<file path="src/rtl/cancid_ctx_mgr_pkg.sv">
// cancid_ctx_mgr_pkg: FSM states, default sizes and stream-id width helper for the context manager
package cancid_ctx_mgr_pkg;
  typedef enum logic [1:0] {IDLE, ACTIVE, SAVE} state_e;
  localparam int DEF_NUM_STREAMS = 64;
  localparam int DEF_STATE_W = 11;
  localparam int DEF_CNT_W = 16;
  function automatic int sid_width(int n);
    return (n > 1) ? $clog2(n) : 1;
  endfunction
endpackage

</file>
<file path="src/rtl/cancid_ctx_ram.sv">
// cancid_ctx_ram: DEPTH x WIDTH context store, one write port, one registered read port (read-old on collision), no reset
module cancid_ctx_ram #(
  parameter int DEPTH = 64,
  parameter int WIDTH = 11,
  parameter int AW = 6
) (
  input  logic             clk,
  input  logic             we,
  input  logic [AW-1:0]    waddr,
  input  logic [WIDTH-1:0] wdata,
  input  logic             re,
  input  logic [AW-1:0]    raddr,
  output logic [WIDTH-1:0] rdata
);
  logic [WIDTH-1:0] mem [DEPTH];
  always_ff @(posedge clk) begin
    if (we) mem[waddr] <= wdata;
    if (re) rdata <= mem[raddr];
  end
endmodule

</file>
<file path="src/rtl/cancid_ctx_mgr.sv">
// cancid_ctx_mgr: per-stream matcher context save/restore with speculative fire flag and saturating match count
// Ports: clk, rst_n (async active-low); load_state/new_stream_id/stream_id/enable start a packet;
// eop/accept_in/state_from_eng from the engine; state_to_eng/state_to_eng_vld restore strobe;
// fired, count, cnt_sat, busy status. Macro CANCID_CTX_FWD_EN: write-first forwarding instead of a SAVE cycle.
module cancid_ctx_mgr
  import cancid_ctx_mgr_pkg::*;
#(
  parameter int NUM_STREAMS = DEF_NUM_STREAMS,
  parameter int STATE_W = DEF_STATE_W,
  parameter int CNT_W = DEF_CNT_W,
  localparam int SID_W = sid_width(NUM_STREAMS)
) (
  input  logic               clk,
  input  logic               rst_n,
  input  logic               load_state,
  input  logic               new_stream_id,
  input  logic [SID_W-1:0]   stream_id,
  input  logic               enable,
  input  logic               eop,
  input  logic               accept_in,
  input  logic [STATE_W-1:0] state_from_eng,
  output logic [STATE_W-1:0] state_to_eng,
  output logic               state_to_eng_vld,
  output logic               fired,
  output logic [CNT_W-1:0]   count,
  output logic               cnt_sat,
  output logic               busy
);
  state_e state_q;
  logic [SID_W-1:0] sid_q;
  logic en_q, fired_q, sat_q, vld_q, zero_q;
  logic [CNT_W-1:0] count_q, count_inc;
  logic [NUM_STREAMS-1:0] valid_q;
  logic [STATE_W-1:0] ram_rdata;
  logic load_ok, eop_act, eop_en;
`ifdef CANCID_CTX_FWD_EN
  logic fwd_hit, fwd_q;
  logic [STATE_W-1:0] fwd_data_q;
`endif
  always_comb begin
    eop_act = eop && state_q == ACTIVE;
    eop_en = eop_act && en_q;
    count_inc = &count_q ? count_q : count_q + CNT_W'(fired_q);
`ifdef CANCID_CTX_FWD_EN
    load_ok = load_state;
    fwd_hit = eop_en && stream_id == sid_q;
`else
    // an enabled eop owns this cycle; a same-cycle load must be held through SAVE
    load_ok = load_state && state_q != SAVE && !eop_en;
`endif
  end
  always_ff @(posedge clk or negedge rst_n) begin
    if (!rst_n) begin
      state_q <= IDLE;
      sid_q <= '0;
      en_q <= 1'b0;
      fired_q <= 1'b0;
      count_q <= '0;
      sat_q <= 1'b0;
      vld_q <= 1'b0;
      zero_q <= 1'b1;
      valid_q <= '0;
`ifdef CANCID_CTX_FWD_EN
      fwd_q <= 1'b0;
      fwd_data_q <= '0;
`endif
    end else begin
      vld_q <= load_ok;
      fired_q <= accept_in || (fired_q && !load_ok && !eop_act);
      if (load_ok) begin
        sid_q <= stream_id;
        en_q <= enable;
`ifdef CANCID_CTX_FWD_EN
        zero_q <= new_stream_id || !(valid_q[stream_id] || fwd_hit);
        fwd_q <= fwd_hit;
        fwd_data_q <= state_from_eng;
`else
        zero_q <= new_stream_id || !valid_q[stream_id];
`endif
      end
      if (eop_en) begin
        count_q <= count_inc;
        sat_q <= sat_q || &count_inc;
        valid_q[sid_q] <= 1'b1;
      end
`ifdef CANCID_CTX_FWD_EN
      state_q <= load_ok ? ACTIVE : eop_act ? IDLE : state_q;
`else
      state_q <= load_ok ? ACTIVE : eop_en ? SAVE : (eop_act || state_q == SAVE) ? IDLE : state_q;
`endif
    end
  end
  cancid_ctx_ram #(.DEPTH(NUM_STREAMS), .WIDTH(STATE_W), .AW(SID_W)) u_ram (
    .clk(clk),
    .we(eop_en),
    .waddr(sid_q),
    .wdata(state_from_eng),
    .re(load_ok),
    .raddr(stream_id),
    .rdata(ram_rdata)
  );
`ifdef CANCID_CTX_FWD_EN
  assign state_to_eng = zero_q ? '0 : fwd_q ? fwd_data_q : ram_rdata;
  assign busy = 1'b0;
`else
  assign state_to_eng = zero_q ? '0 : ram_rdata;
  assign busy = state_q == SAVE;
`endif
  assign state_to_eng_vld = vld_q;
  assign fired = fired_q;
  assign count = count_q;
  assign cnt_sat = sat_q;
endmodule
</file>
<file path="config.mk">
export PLATFORM = sky130hd
export DESIGN_NAME = cancid_ctx_mgr
export DESIGN_NICKNAME = d
export VERILOG_FILES = /design/src/rtl/cancid_ctx_mgr_pkg.sv /design/src/rtl/cancid_ctx_ram.sv /design/src/rtl/cancid_ctx_mgr.sv
export SDC_FILE = /design/constraint.sdc
export NUM_CORES = 1
export LEC_CHECK = 0
export CORE_MARGIN = 2
export CORE_UTILIZATION = 33
export DETAILED_ROUTE_END_ITERATION = 7
export PLACE_DENSITY = 0.56
export SLEW_MARGIN = 10
export SYNTH_ARGS = -nofsm -noshare
export SYNTH_HDL_FRONTEND = slang
export SYNTH_HIERARCHICAL = 1
export SYNTH_SLANG_ARGS = --single-unit
</file>
<file path="constraint.sdc">
create_clock -name clk -period 5.4 [get_ports clk]
set_clock_uncertainty 0.2 [all_clocks]
set_input_delay 1.08 -clock clk [delete_from_list [all_inputs] [get_ports clk]]
set_output_delay 1.08 -clock clk [all_outputs]
set_load 0.05 [all_outputs]
</file>
==> results of run 1 <==
## final timing paths
path                        startpoint              end  slack [ps]  cells after the start
setup / recovery                   eop  u_ram/mem[8][8]        1440                      7
hold / removal                   rst_n            fired         230                      1
setup reg to reg            state_q[1]  u_ram/mem[8][8]        1950                      6
hold reg to reg            valid_q[35]      valid_q[35]         250                      1
max in group asynchronous        rst_n      valid_q[53]        3670                      2
min in group clk           valid_q[35]      valid_q[35]         250                      1
## area by class of cell
| type | instances | area (sq um) | share of cell area, % |
|---|---|---|---|
| sequential | 808 | 23800 | 64.8 |
| multi-input combinational | 715 | 7610 | 20.7 |
| clock buffer | 110 | 2270 | 6.19 |
| tap | 1265 | 1580 | 4.31 |
| timing repair buffer | 142 | 1190 | 3.23 |
| clock inverter | 34 | 241 | 0.658 |
| inverter | 6 | 22.5 | 0.0613 |
## critical path, stage by stage
cell and delay [ps]:
clkdlybuf4s50_1 550, nand4b_1 110, buf_4 180, inv_1 360, nor2b_1 300, nand2_1 400
nor2_1 1010
## state kept, by name, summed over array words and instances, names as in the netlist
signal and cells:
state_to_eng_vld 1, fired 1, u_ram/mem 704, zero_q 1, state_q 2, u_ram/rdata 11, valid_q 64, en_q 1
sid_q 6, cnt_sat 1, count 16
## metrics by stage
step,total power (uW),std cells,setup WS (ps),hold slack [ps]
detailed placement,8750,2936,778,240
floorplan,8140,1616,2070,220
global route,14500,3080,1360,236
global placement,8710,2936,882,233
CTS,14100,3080,1470,214
finish,14000,3080,1440,228
## per-layer routing
layer  routed length [um]  up-vias  global-route usage (%)
met5                    0        -                       0
met4                 1680        0                    3.73
met3                 5350      102                    3.54
met2                36000      524                    24.4
met1                34600     8599                    22.6
li1                     -     6903                       -
## cell families after synthesis
family	Yosys count	share of synthesized area, %
AND/OR/NAND/NOR	259	4.13
buffers and inverters	93	1.43
XOR/XNOR	16	0.440
flip-flops	808	74.7
adder cells (fa/ha/maj)	2	0.0785
multiplexers	259	15.1
AO/OA/AOI/OAI	179	4.16
## report_power, final
group | total [uW] | switching [uW] | leakage [uW] | internal, uW
combinational | 1350 | 856 | 0.00339 | 495
sequential | 7260 | 237 | 0.00767 | 7020
clock | 5390 | 2300 | 0.00122 | 3090
total | 14000 | 3390 | 0.0123 | 10600
## cell usage in the layout, fill, tap and decap left out, types with 9 or more instances in the layout
cell type,instances
a21o_1,32
buf_4,87
nor2b_1,29
clkinv_2,11
clkinv_1,16
mux4_2,172
clkdlybuf4s50_1,39
o21bai_1,32
o22ai_1,12
and3_1,9
buf_2,11
nand3_1,24
mux2i_1,78
a221oi_1,20
a31o_1,10
a32o_1,10
a22oi_1,11
nand2_1,55
edfxtp_1,715
nand2b_1,10
clkbuf_1,22
dfrtp_1,92
a21oi_1,15
nor2_1,72
clkbuf_16,87
o21ai_0,17
a211oi_1,11
xnor2_1,14
nor4_1,11
==> results by group, run 1 <==
Status
  – Status: complete, no violations

Clocking
  – Clock Latency Late Sink: 620 ps
  – TritonCTS Buffers: 81
  – Clock root cell: clkbuf_16
  – Quantity of hold-fixing buffers added after cts: 0
  – Post-CTS Setup Inserts: 0
  – Clk sinks: 808
  – CTS tree: done
  – CTS clk-pin slew, worst paths: 60 ps
  – Max clock buf depth: 3
  – PostCTS Resize Cnt: 0
  – H-tree depth: 3

Global routing
  – Grt ovf: 0
  – Number of global-route vias before repair: 16413
  – Pin count of the biggest net entering global routing: 65
  – First-pass GRT wire length: 114000 um
  – Antenna violations before repair: 1
  – GRT Total Usage: 15.7%

Timing
  – Fmax achieved: 253 MHz
  – Final setup viols: 0
  – Rel. slew slack: 23.3%
  – Period utilisation layout: 73.3%
  – Max-slew violation count: 0
  – Fin crit period: 3960 ps
  – Slew @ Worst Pin: 1150 ps
  – Final Hold Fails: 0
  – RSZ-0062 raised after global routing: no
  – Setup TNS Final: 0 ps

Synth
  – Synth warn: 6
  – Post-synth top area cell: edfxtp_1
  – Syn Nets: 1642
  – Dominant cell by count in the synthesized netlist: edfxtp_1
  – Yosys cell types: 56
  – Syn Area/Cell: 19.7 sq um
  – Synth top area cells: edfxtp_1, mux4_2, dfrtp_1, mux2i_1, nor2_1
  – Synth top cells by count: edfxtp_1, mux4_2, dfrtp_1, mux2i_1, nor2_1
  – Post-synthesis register bit count: 808
  – Synthesized cell area: 0.0319 sq mm
  – Seq/Total Area, Yosys: 74.7%
  – Most used DFF post-synth: edfxtp_1
  – Post-synth EDFFs: 715
  – Top-area cell type share of the netlist area: 67.4%
  – Post-Syn Instances: 1616
  – Synth async-reset ratio: 11.5%

Layout
  – Final core utilization: 38.5%
  – P&R area growth vs syn: 15.2%
  – Layout cells sized above 1: 22.0%
  – Fillers: 8643
  – Layout Nets: 1780
  – Diodes inserted: 0
  – Fin area: 0.0367 sq mm

Routing
  – Pre-antenna DRT Iters: 5
  – Vias per cell: 5.24
  – Post-Route WL: 77600 um
  – Post-route ant nets: 0
  – DR WL/cell: 25.2 um
  – Drt drc: 0
  – Total number of vias: 16128
  – Initial DRC Count: 1774

Die
  – Core Region: 0.0953 sq mm
  – Io pins: 55
  – FP Rows: 113
  – Die Ht: 315 um
  – Starting Density: 33.4%
  – Die ar.: 0.0991 sq mm
  – Chip Width: 315 um

Worst setup path
  – Crit path DAT: 3990 ps
  – Crit-path max FO: 11
  – Setup crit end kind: flop
  – Required time worst endpoint: 5430 ps
  – Critical path launch point type: input pin
  – CP Class: in -> reg

Min path
  – Min-Delay Path Class: in -> async

Flow run
  – Number of max-cap violations: 0

Pwr
  – PwrDens: 381 mW/mm^2
  – Maximum VDD drop: 0.262 mV
  – Leak: 0.0123 uW

Place
  – Detailed placement HPWL: 48000 um
  – GPL Wtd Cong: 0.846
  – Placed Area: 0.0342 sq mm
  – Count of input and output buffers: 54
Note: power is estimated with default switching activity, not from simulation.
==> run 2, diff against run 1 <==
Clock period 5.4 ns to 3.65 ns, I/O delays scaled along.
==> run 2 against run 1 <==
Highest routed layer unchanged. Hold slack lost 180 ps. Largest power group unchanged. Clock power grew 60%. Wire length grew 0.10%. Global-route usage grew 0.11 points. First-iteration DRC count shrank 4.9%. Total power grew 53%. Via count grew 1.2%. Cell area grew 2.2%. Non-clock buffer count grew 54. Critical path depth shrank 5.
==> results by group, run 2 (synthesized netlist as in run 1, its figures left out) <==
Place
  – Count of input and output buffers: 54
  – Detailed placement HPWL: 49400 um
  – Place WS: 20.2 ps
  – GPL Wtd Cong: 0.827
  – DP Cell Count: 2990

Die
  – Core Region: 0.0953 sq mm
  – Die Ht: 315 um
  – Io pins: 55
  – Die ar.: 0.0991 sq mm
  – FP Rows: 113
  – Chip Width: 315 um
  – Starting Density: 33.4%

Timing
  – Fin crit period: 3400 ps
  – Final WS setup: 249 ps
  – Rel. slew slack: 23.6%
  – Final setup viols: 0
  – Fmax achieved: 294 MHz
  – RSZ-0062 raised after global routing: no
  – Setup TNS Final: 0 ps
  – Slew @ Worst Pin: 1150 ps
  – Max-slew violation count: 0
  – Final Hold Fails: 0
  – Period utilisation layout: 93.2%
  – Hold WS: 51.6 ps

Routing
  – Initial DRC Count: 1687
  – Total number of vias: 16322
  – DR WL/cell: 24.8 um
  – Post-route ant nets: 0
  – Post-Route WL: 77700 um
  – Drt drc: 0
  – Vias per cell: 5.20
  – Pre-antenna DRT Iters: 5

Global routing
  – GRT Total Usage: 15.8%
  – Pin count of the biggest net entering global routing: 86
  – First-pass GRT wire length: 116000 um
  – Grt ovf: 0
  – Antenna violations before repair: 0
  – Number of global-route vias before repair: 16851

Pwr
  – Reg power frac: 49.6%
  – Clock power frac: 40.2%
  – PwrDens: 572 mW/mm^2
  – Maximum VDD drop: 0.334 mV
  – Switching power: 5160 uW
  – Combinational share of power: 10.1%
  – Leak: 0.0127 uW
  – Total Power: 21500 uW
  – Net Sw Frac: 24.0%
  – Internal power: 16300 uW

Clocking
  – Quantity of hold-fixing buffers added after cts: 0
  – Max clock buf depth: 3
  – CTS tree: done
  – Clock Latency Late Sink: 650 ps
  – Post-CTS Setup Inserts: 0
  – Clock root cell: clkbuf_16
  – PostCTS Resize Cnt: 0
  – Clk sinks: 808
  – CTS clk-pin slew, worst paths: 60 ps
  – H-tree depth: 3
  – TritonCTS Buffers: 83

Flow run
  – Number of max-cap violations: 0

Layout
  – Most flops, register: u_ram/mem
  – Post-Layout Cell Count: 3139
  – Commonest non-fill, non-tap cell in the layout: edfxtp_1
  – Layout Nets: 1836
  – P&R area growth vs syn: 17.8%
  – Layout cells sized above 1: 24.7%
  – Number of flip-flops in the largest register: 704
  – Most frequent cells in the layout: edfxtp_1, mux4_2, buf_4, dfrtp_1, clkbuf_16

Worst setup path
  – Required time worst endpoint: 2720 ps
  – Crit-path max FO: 12
  – Setup crit end kind: primary output
  – Worst r2r path cells: 7
  – Critical path launch point type: flop
  – R2R Path End: u_ram/mem[58][9]
  – CP Class: reg -> out
  – Crit path DAT: 2470 ps
  – Critical R2R Launch: state_q[1]
  – Setup slack, reg-to-reg: 990 ps

Status
  – Status: complete, no violations

Min path
  – Min-Delay Path Class: in -> async
[run 2: power by group through the flow]
stage | Sequential [uW] | Clock (uW) | Combinational (uW)
final | 10600 | 8640 | 2170
after global routing | 10700 | 9190 | 2330
after CTS | 10600 | 8810 | 2200
after detailed placement | 10800 | 0 | 2190
after global placement | 10800 | 0 | 2160
after floorplan | 10800 | 0 | 1230
[run 2: metal layers]
layer  GRT usage (%)  wire, um  up-vias  share of wire, %
li1                -         -     7011                 -
met1            22.4     34400     8707                44
met2            25.7     37600      515                48
met3            2.59      4270       89               5.5
met4            3.67      1390        0               1.8
met5               0         0        -                 0
[run 2: worst max path at each step]
stage,startpoint,end,cells after the start
final,zero_q,state_to_eng[2],2
after global routing,zero_q,state_to_eng[5],2
after CTS,zero_q,state_to_eng[2],2
after detailed placement,stream_id[0],u_ram/rdata[10],7
after global placement,stream_id[0],u_ram/rdata[10],7
after floorplan,eop,u_ram/mem[48][0],5
[run 2: per-stage QoR]
stage               util [%]  instance area [sq um]
global route            39.4                  37500
CTS                     39.4                  37500
detailed placement      36.5                  34700
global placement        36.5                  34700
floorplan                  -                  31900
finish                  39.4                  37500
[run 2: layout make-up]
cell class,count,area (sq um)
fill,8550,57800
clock inverter,44,578
tap,1265,1580
antenna,1,2.50
multi-input combinational,715,7610
inverter,6,22.5
sequential,808,23800
timing repair buffer,196,1730
clock buffer,104,2210
[run 2: critical path, stage by stage, from the launching register on]
cell and delay (ps):
dfstp_2 470, nor2b_1 460, clkdlybuf4s50_1 900
